`src/rtl/paddle_ctrl.sv`:
```
// Two-player paddle controller: synchronised, debounced up/down buttons move each
// paddle centre on a slow tick with on-screen clamping, plus a registered paddle-pixel flag.

module paddle_btn_deb #(
  parameter logic [19:0] DEB_MAX = 20'd250000
) (
  input  logic clk,
  input  logic rst,
  input  logic btn_i,
  output logic btn_o
);
  logic [1:0]  sync_q, sync_d;
  logic        db_q, db_d;
  logic [19:0] cnt_q, cnt_d;

  always_comb begin
    sync_d = {sync_q[0], btn_i};
    db_d   = db_q;
    cnt_d  = cnt_q;
    if (sync_q[1] == db_q) begin
      cnt_d = '0;
    end else if (cnt_q == DEB_MAX - 20'd1) begin
      db_d  = sync_q[1];
      cnt_d = '0;
    end else begin
      cnt_d = cnt_q + 20'd1;
    end
  end

  always_ff @(posedge clk or posedge rst) begin
    if (rst) begin
      sync_q <= '0;
      db_q   <= 1'b0;
      cnt_q  <= '0;
    end else begin
      sync_q <= sync_d;
      db_q   <= db_d;
      cnt_q  <= cnt_d;
    end
  end

  assign btn_o = db_q;
endmodule

module paddle_ctrl #(
  parameter logic [24:0] TICK_MAX = 25'd500000,
  parameter logic [19:0] DEB_MAX  = 20'd250000,
  parameter logic [9:0]  STEP     = 10'd4,
  parameter logic [9:0]  HALF_H   = 10'd50,
  parameter logic [9:0]  Y_MIN    = 10'd50,
  parameter logic [9:0]  Y_MAX    = 10'd430,
  parameter logic [9:0]  Y_INIT   = 10'd240,
  parameter logic [9:0]  P1_X0    = 10'd580,
  parameter logic [9:0]  P1_X1    = 10'd590,
  parameter logic [9:0]  P2_X0    = 10'd60,
  parameter logic [9:0]  P2_X1    = 10'd70
) (
  input  logic       clk,
  input  logic       rst,
  input  logic       p1_up,
  input  logic       p1_dn,
  input  logic       p2_up,
  input  logic       p2_dn,
  input  logic [9:0] hsp,
  input  logic [9:0] vsp,
  output logic [9:0] p1_y,
  output logic [9:0] p2_y,
  output logic       paddle_pix
);
  localparam int NUM_BTN = 4;

  // Button order: {p2_dn, p2_up, p1_dn, p1_up}
  logic [NUM_BTN-1:0] btn_raw, btn_db;
  assign btn_raw = {p2_dn, p2_up, p1_dn, p1_up};

  generate
    for (genvar g = 0; g < NUM_BTN; g++) begin : g_deb
      paddle_btn_deb #(.DEB_MAX(DEB_MAX)) u_deb (
        .clk  (clk),
        .rst  (rst),
        .btn_i(btn_raw[g]),
        .btn_o(btn_db[g])
      );
    end
  endgenerate

  logic [24:0]     tick_cnt_q, tick_cnt_d;
  logic            tick;
  logic [1:0][9:0] y_q, y_d;
  logic            pix_q, pix_d;

  // Clamp is tested before the subtract/add so the 10-bit value never wraps.
  function automatic logic [9:0] move_y(input logic [9:0] y, input logic up, input logic dn);
    move_y = y;
    if (up && !dn)
      move_y = (y < Y_MIN + STEP) ? Y_MIN : y - STEP;
    else if (dn && !up)
      move_y = (y > Y_MAX - STEP) ? Y_MAX : y + STEP;
  endfunction

  function automatic logic on_pad(input logic [9:0] x, input logic [9:0] y,
                                  input logic [9:0] x0, input logic [9:0] x1,
                                  input logic [9:0] c);
    on_pad = (x >= x0) && (x < x1) && (y >= c - HALF_H) && (y <= c + HALF_H);
  endfunction

  always_comb begin
    tick       = (tick_cnt_q == TICK_MAX - 25'd1);
    tick_cnt_d = tick ? '0 : tick_cnt_q + 25'd1;
    y_d        = y_q;
    if (tick) begin
      y_d[0] = move_y(y_q[0], btn_db[0], btn_db[1]);
      y_d[1] = move_y(y_q[1], btn_db[2], btn_db[3]);
    end
    pix_d = on_pad(hsp, vsp, P1_X0, P1_X1, y_q[0]) ||
            on_pad(hsp, vsp, P2_X0, P2_X1, y_q[1]);
  end

  always_ff @(posedge clk or posedge rst) begin
    if (rst) begin
      tick_cnt_q <= '0;
      y_q        <= {Y_INIT, Y_INIT};
      pix_q      <= 1'b0;
    end else begin
      tick_cnt_q <= tick_cnt_d;
      y_q        <= y_d;
      pix_q      <= pix_d;
    end
  end

  assign p1_y       = y_q[0];
  assign p2_y       = y_q[1];
  assign paddle_pix = pix_q;
endmodule

```
`config.mk`:
```
export PLATFORM = sky130hd
export DESIGN_NAME = paddle_ctrl
export DESIGN_NICKNAME = d
export VERILOG_FILES = /design/src/rtl/paddle_ctrl.sv
export SDC_FILE = /design/constraint.sdc
export NUM_CORES = 1
export LEC_CHECK = 0
export ABC_AREA = 1
export ABC_CLOCK_PERIOD_IN_PS = 7000
export CELL_PAD_IN_SITES_DETAIL_PLACEMENT = 0
export CELL_PAD_IN_SITES_GLOBAL_PLACEMENT = 2
export CORE_UTILIZATION = 38
export CTS_CLUSTER_DIAMETER = 60
export DETAILED_ROUTE_END_ITERATION = 8
export PLACE_DENSITY_LB_ADDON = 0.1
export SYNTH_ARGS = -nofsm -noshare
export SYNTH_HDL_FRONTEND = slang
export SYNTH_SLANG_ARGS = --single-unit
```
`constraint.sdc`:
```
create_clock -name clk -period 7 [get_ports clk]
set_input_delay 1.4 -clock clk [delete_from_list [all_inputs] [get_ports clk]]
set_output_delay 1.4 -clock clk [all_outputs]
set_load 0.02 [all_outputs]
```
==> metrics.md <==
| Metric | Value |
|---|---|
| Status | `finished clean` |
| Area of the multi-input gates | `5390 sq um` |
| Starting Density | `39.0%` |
| Final Hold Fails | `0` |
| Delay-heaviest family, CP | `flip-flops` |
| Yosys warning count | `0` |
| Core area | `24400 sq um` |
| Hold path depth | `0` |
| Tcrit/Tclk final | `45.4%` |
| Worst r2r path cells | `13` |
| LEAKAGE | `4.96 nW` |
| Seq/Total Area, Yosys | `35.9%` |
| Post-detail-place hpwl | `17.5 mm` |
| Fill count | `2623` |
| DRC | `0` |
| Delay of the slowest critical-path stage | `0.70 ns` |
| Vias in the first global route | `8002` |
| Area grow syn2layout | `14.1%` |
| Max-slew violations | `0` |
| Worst skew pair latency | `0.42 ns` |
| Mapped Cells | `1318` |
| CP bufs+invs | `1` |
| RSZ-0062 raised after global routing | `false` |
| Vias after detailed routing | `8126` |
| I/O Pins | `47` |
| Die Y-Extent | `160 um` |
| Layout cells sized above 1 | `6.97%` |
| Grt total ovfl | `0` |
| CTS tree | `yes` |
| Global-route wire length before repair | `40.1 mm` |
| Buffers inserted by post-CTS timing repair | `0` |
| Avg WL per Cell | `13.8 um` |
| VDD IR-drop max | `0.110 mV` |
| Total CTS buffers | `17` |
| Final setup viols | `0` |
| Final ANT Viol Nets | `0` |
| Post-placement setup slack | `3.71 ns` |
| Pwr dens | `164 nW/um^2` |
| Initial DRC count | `395` |
| GP Congestion | `0.805` |
| CTS hold repair buffers | `0` |
| Post-CTS resize count | `0` |
| Via density | `4.77` |
| Crit path DAT | `1.77 ns` |
| Setup WS post-layout | `3.83 ns` |
| Hold Path Origin | `g_deb[3].u_deb.sync_q[0]` |
| Crit path from | `p1_y[4]` |
| Max FO, Critical Path | `14` |
| IO Port Bufs | `43` |
| Post-layout minimum cycle time | `3.17 ns` |
| Overall Global Routing Usage | `19.3%` |
| Synth area leader | `dfrtp_1` |
| R2r startpoint | `p1_y[3]` |
| Slew @ Worst Pin | `0.767 ns` |
| CP cell instances | `clkdlybuf4s50_1` |
| Avg Synthesized Cell Area | `7.21 sq um` |
| Bufs on Longest Clock Path | `2` |
| Crit path depth | `1` |
| Synthesized cell area | `9500 sq um` |
| Setup TNS | `0 ns` |
| Hold/Removal Path Class | `flip-flop to flip-flop` |
| Number of synthesized flops with an enable pin | `0` |
| Max Freq | `315 MHz` |
| Std-Cell Rows | `57` |
| CP max-delay cell | `dfstp_2` |
| Slew headroom | `48.9%` |
| Area share of the largest cell type after synthesis | `33.7%` |
| Ys flop type | `dfrtp_1` |
| Yosys cell types | `46` |
| First-pass iteration count of the detailed router | `4` |
| CTS clk-pin slew, worst paths | `0.06 ns` |
| Power, Total | `1.77 mW` |
| WL final | `23.4 mm` |
| Setup Skew | `0.0110 ns` |
| Die span in x | `160 um` |
| # clock sinks | `136` |
| Initial antenna violation count | `0` |
| Sequential cell area | `3410 sq um` |
| Post-synthesis register bit count | `136` |
| WHS | `0.350 ns` |
| Synth top area cells | `dfrtp_1, nand2_1, nor2_1` |
| Clock root cell | `clkbuf_16` |
| Critical Path RT | `5.60 ns` |
| Largest net degree at the start of global routing | `86` |
| Startpoint types | `flip-flop` |
| Max-Cap Viols | `0` |
| H-tree levels | `4` |
| Setup CP Type | `flip-flop to output pin` |
| Layout Nets | `1449` |
| Synth async-reset ratio | `100%` |
| Critical path endpoint category | `output pin` |
| Die area | `25600 sq um` |
| Antenna diode count | `0` |
[synthesized netlist by cell type (4+ instances only)]
library cell  number
nand3b_1           4
nand3_1           74
nand2_1          321
clkinv_1           4
nor3b_1            6
nor3_1            55
nor2_4             5
nand3_2            7
xor2_1            62
o21ai_0           29
ha_1              57
nor2_1           216
nor2_2            10
inv_1            156
or2_2              6
dfstp_2            8
xnor2_1           17
nand4_1           41
buf_2              9
nand2_2           11
a21oi_1           40
nor3_2             7
nor4_1             5
dfrtp_1          128
[cell families (layout without fill, tap and decap cells)]
group | after synthesis | in the layout | share of synthesized area, %
AOI/OAI and AO/OA | 89 | 89 | 5.16
xor gates and xnor gates | 79 | 79 | 7.28
adders and majority gates | 57 | 57 | 7.51
buffers and inverters | 179 | 238 | 7.41
DFF | 136 | 136 | 35.9
muxes | 1 | 1 | 0.105
other | 1 | 2 | 0.0395
and+or+nand+nor | 776 | 776 | 36.6
[state kept, by name (all words and copies together), names as in the netlist]
signal and cells:
paddle_pix 1, g_deb.u_deb.sync_q 8, p1_y 9, p2_y 9, tick_cnt_q 25, g_deb.u_deb.btn_o 4, g_deb.u_deb.cnt_q 80
[cells in the final DEF, fill, tap and decap left out, types with 4 or more instances in the layout]
cell type,netlist,layout
a21oi_1,40,40
nand2_2,11,11
nor4_1,5,5
dfrtp_1,128,128
nor3b_1,6,6
clkdlybuf4s50_1,0,43
nand3b_1,4,4
nor3_1,55,55
ha_1,57,57
nand3_2,7,7
o21ai_0,29,29
inv_1,156,155
clkbuf_16,0,17
nor2_1,216,216
nand4_1,41,41
nor2_4,5,5
xnor2_1,17,17
nand2_1,321,321
clkinv_1,4,4
nand3_1,74,74
xor2_1,62,62
dfstp_2,8,8
clkinvlp_4,0,4
nor2_2,10,10
nor3_2,7,7
or2_2,6,6
[per-stage QoR]
stage	cells	util (%)	cell area (sq um)
5_1_grt	1702	44.4	10800
2_1_floorplan	1319	-	9500
3_5_place_dp	1671	42.1	10300
3_3_place_gp	1671	42.1	10300
4_1_cts	1702	44.4	10800
6_report	1702	44.4	10800
[worst paths after layout]
path                            slack (ns)                        to
worst max register to register        4.40                paddle_pix
worst min-delay path                  0.35  g_deb[3].u_deb.sync_q[1]
worst min register to register        0.35  g_deb[3].u_deb.sync_q[1]
min in group asynchronous             1.48  g_deb[2].u_deb.cnt_q[13]
max in group asynchronous             4.33                   p1_y[1]
worst max-delay path                  3.83                   p1_y[4]
[final cells by class]
cell class,count,share of cell area (%)
multi-input cells,1004,49.7
flip-flops and latches,136,31.5
inverters,163,5.69
repair buffers,44,4.04
clock buffers,17,3.93
well taps,324,3.74
clock inverters,14,1.40
[power by group]
| part | leakage [nW] | total (mW) | switching [mW] | internal (mW) |
|---|---|---|---|---|
| logic | 2.86 | 0.0782 | 0.0496 | 0.0286 |
| registers | 1.83 | 0.801 | 0.00679 | 0.794 |
| clock network | 0.273 | 0.895 | 0.370 | 0.526 |
| total | 4.96 | 1.77 | 0.426 | 1.35 |
[routing by layer]
metal | vias up | GRT usage [%] | wire length (um)
li1 | 4333 | - | -
met1 | 3724 | 26.2 | 11900
met2 | 54 | 32.1 | 10900
met3 | 15 | 2.94 | 365
met4 | 0 | 4.42 | 188
met5 | - | 0 | 0
No activity file was read; power rests on OpenSTA's default activity.
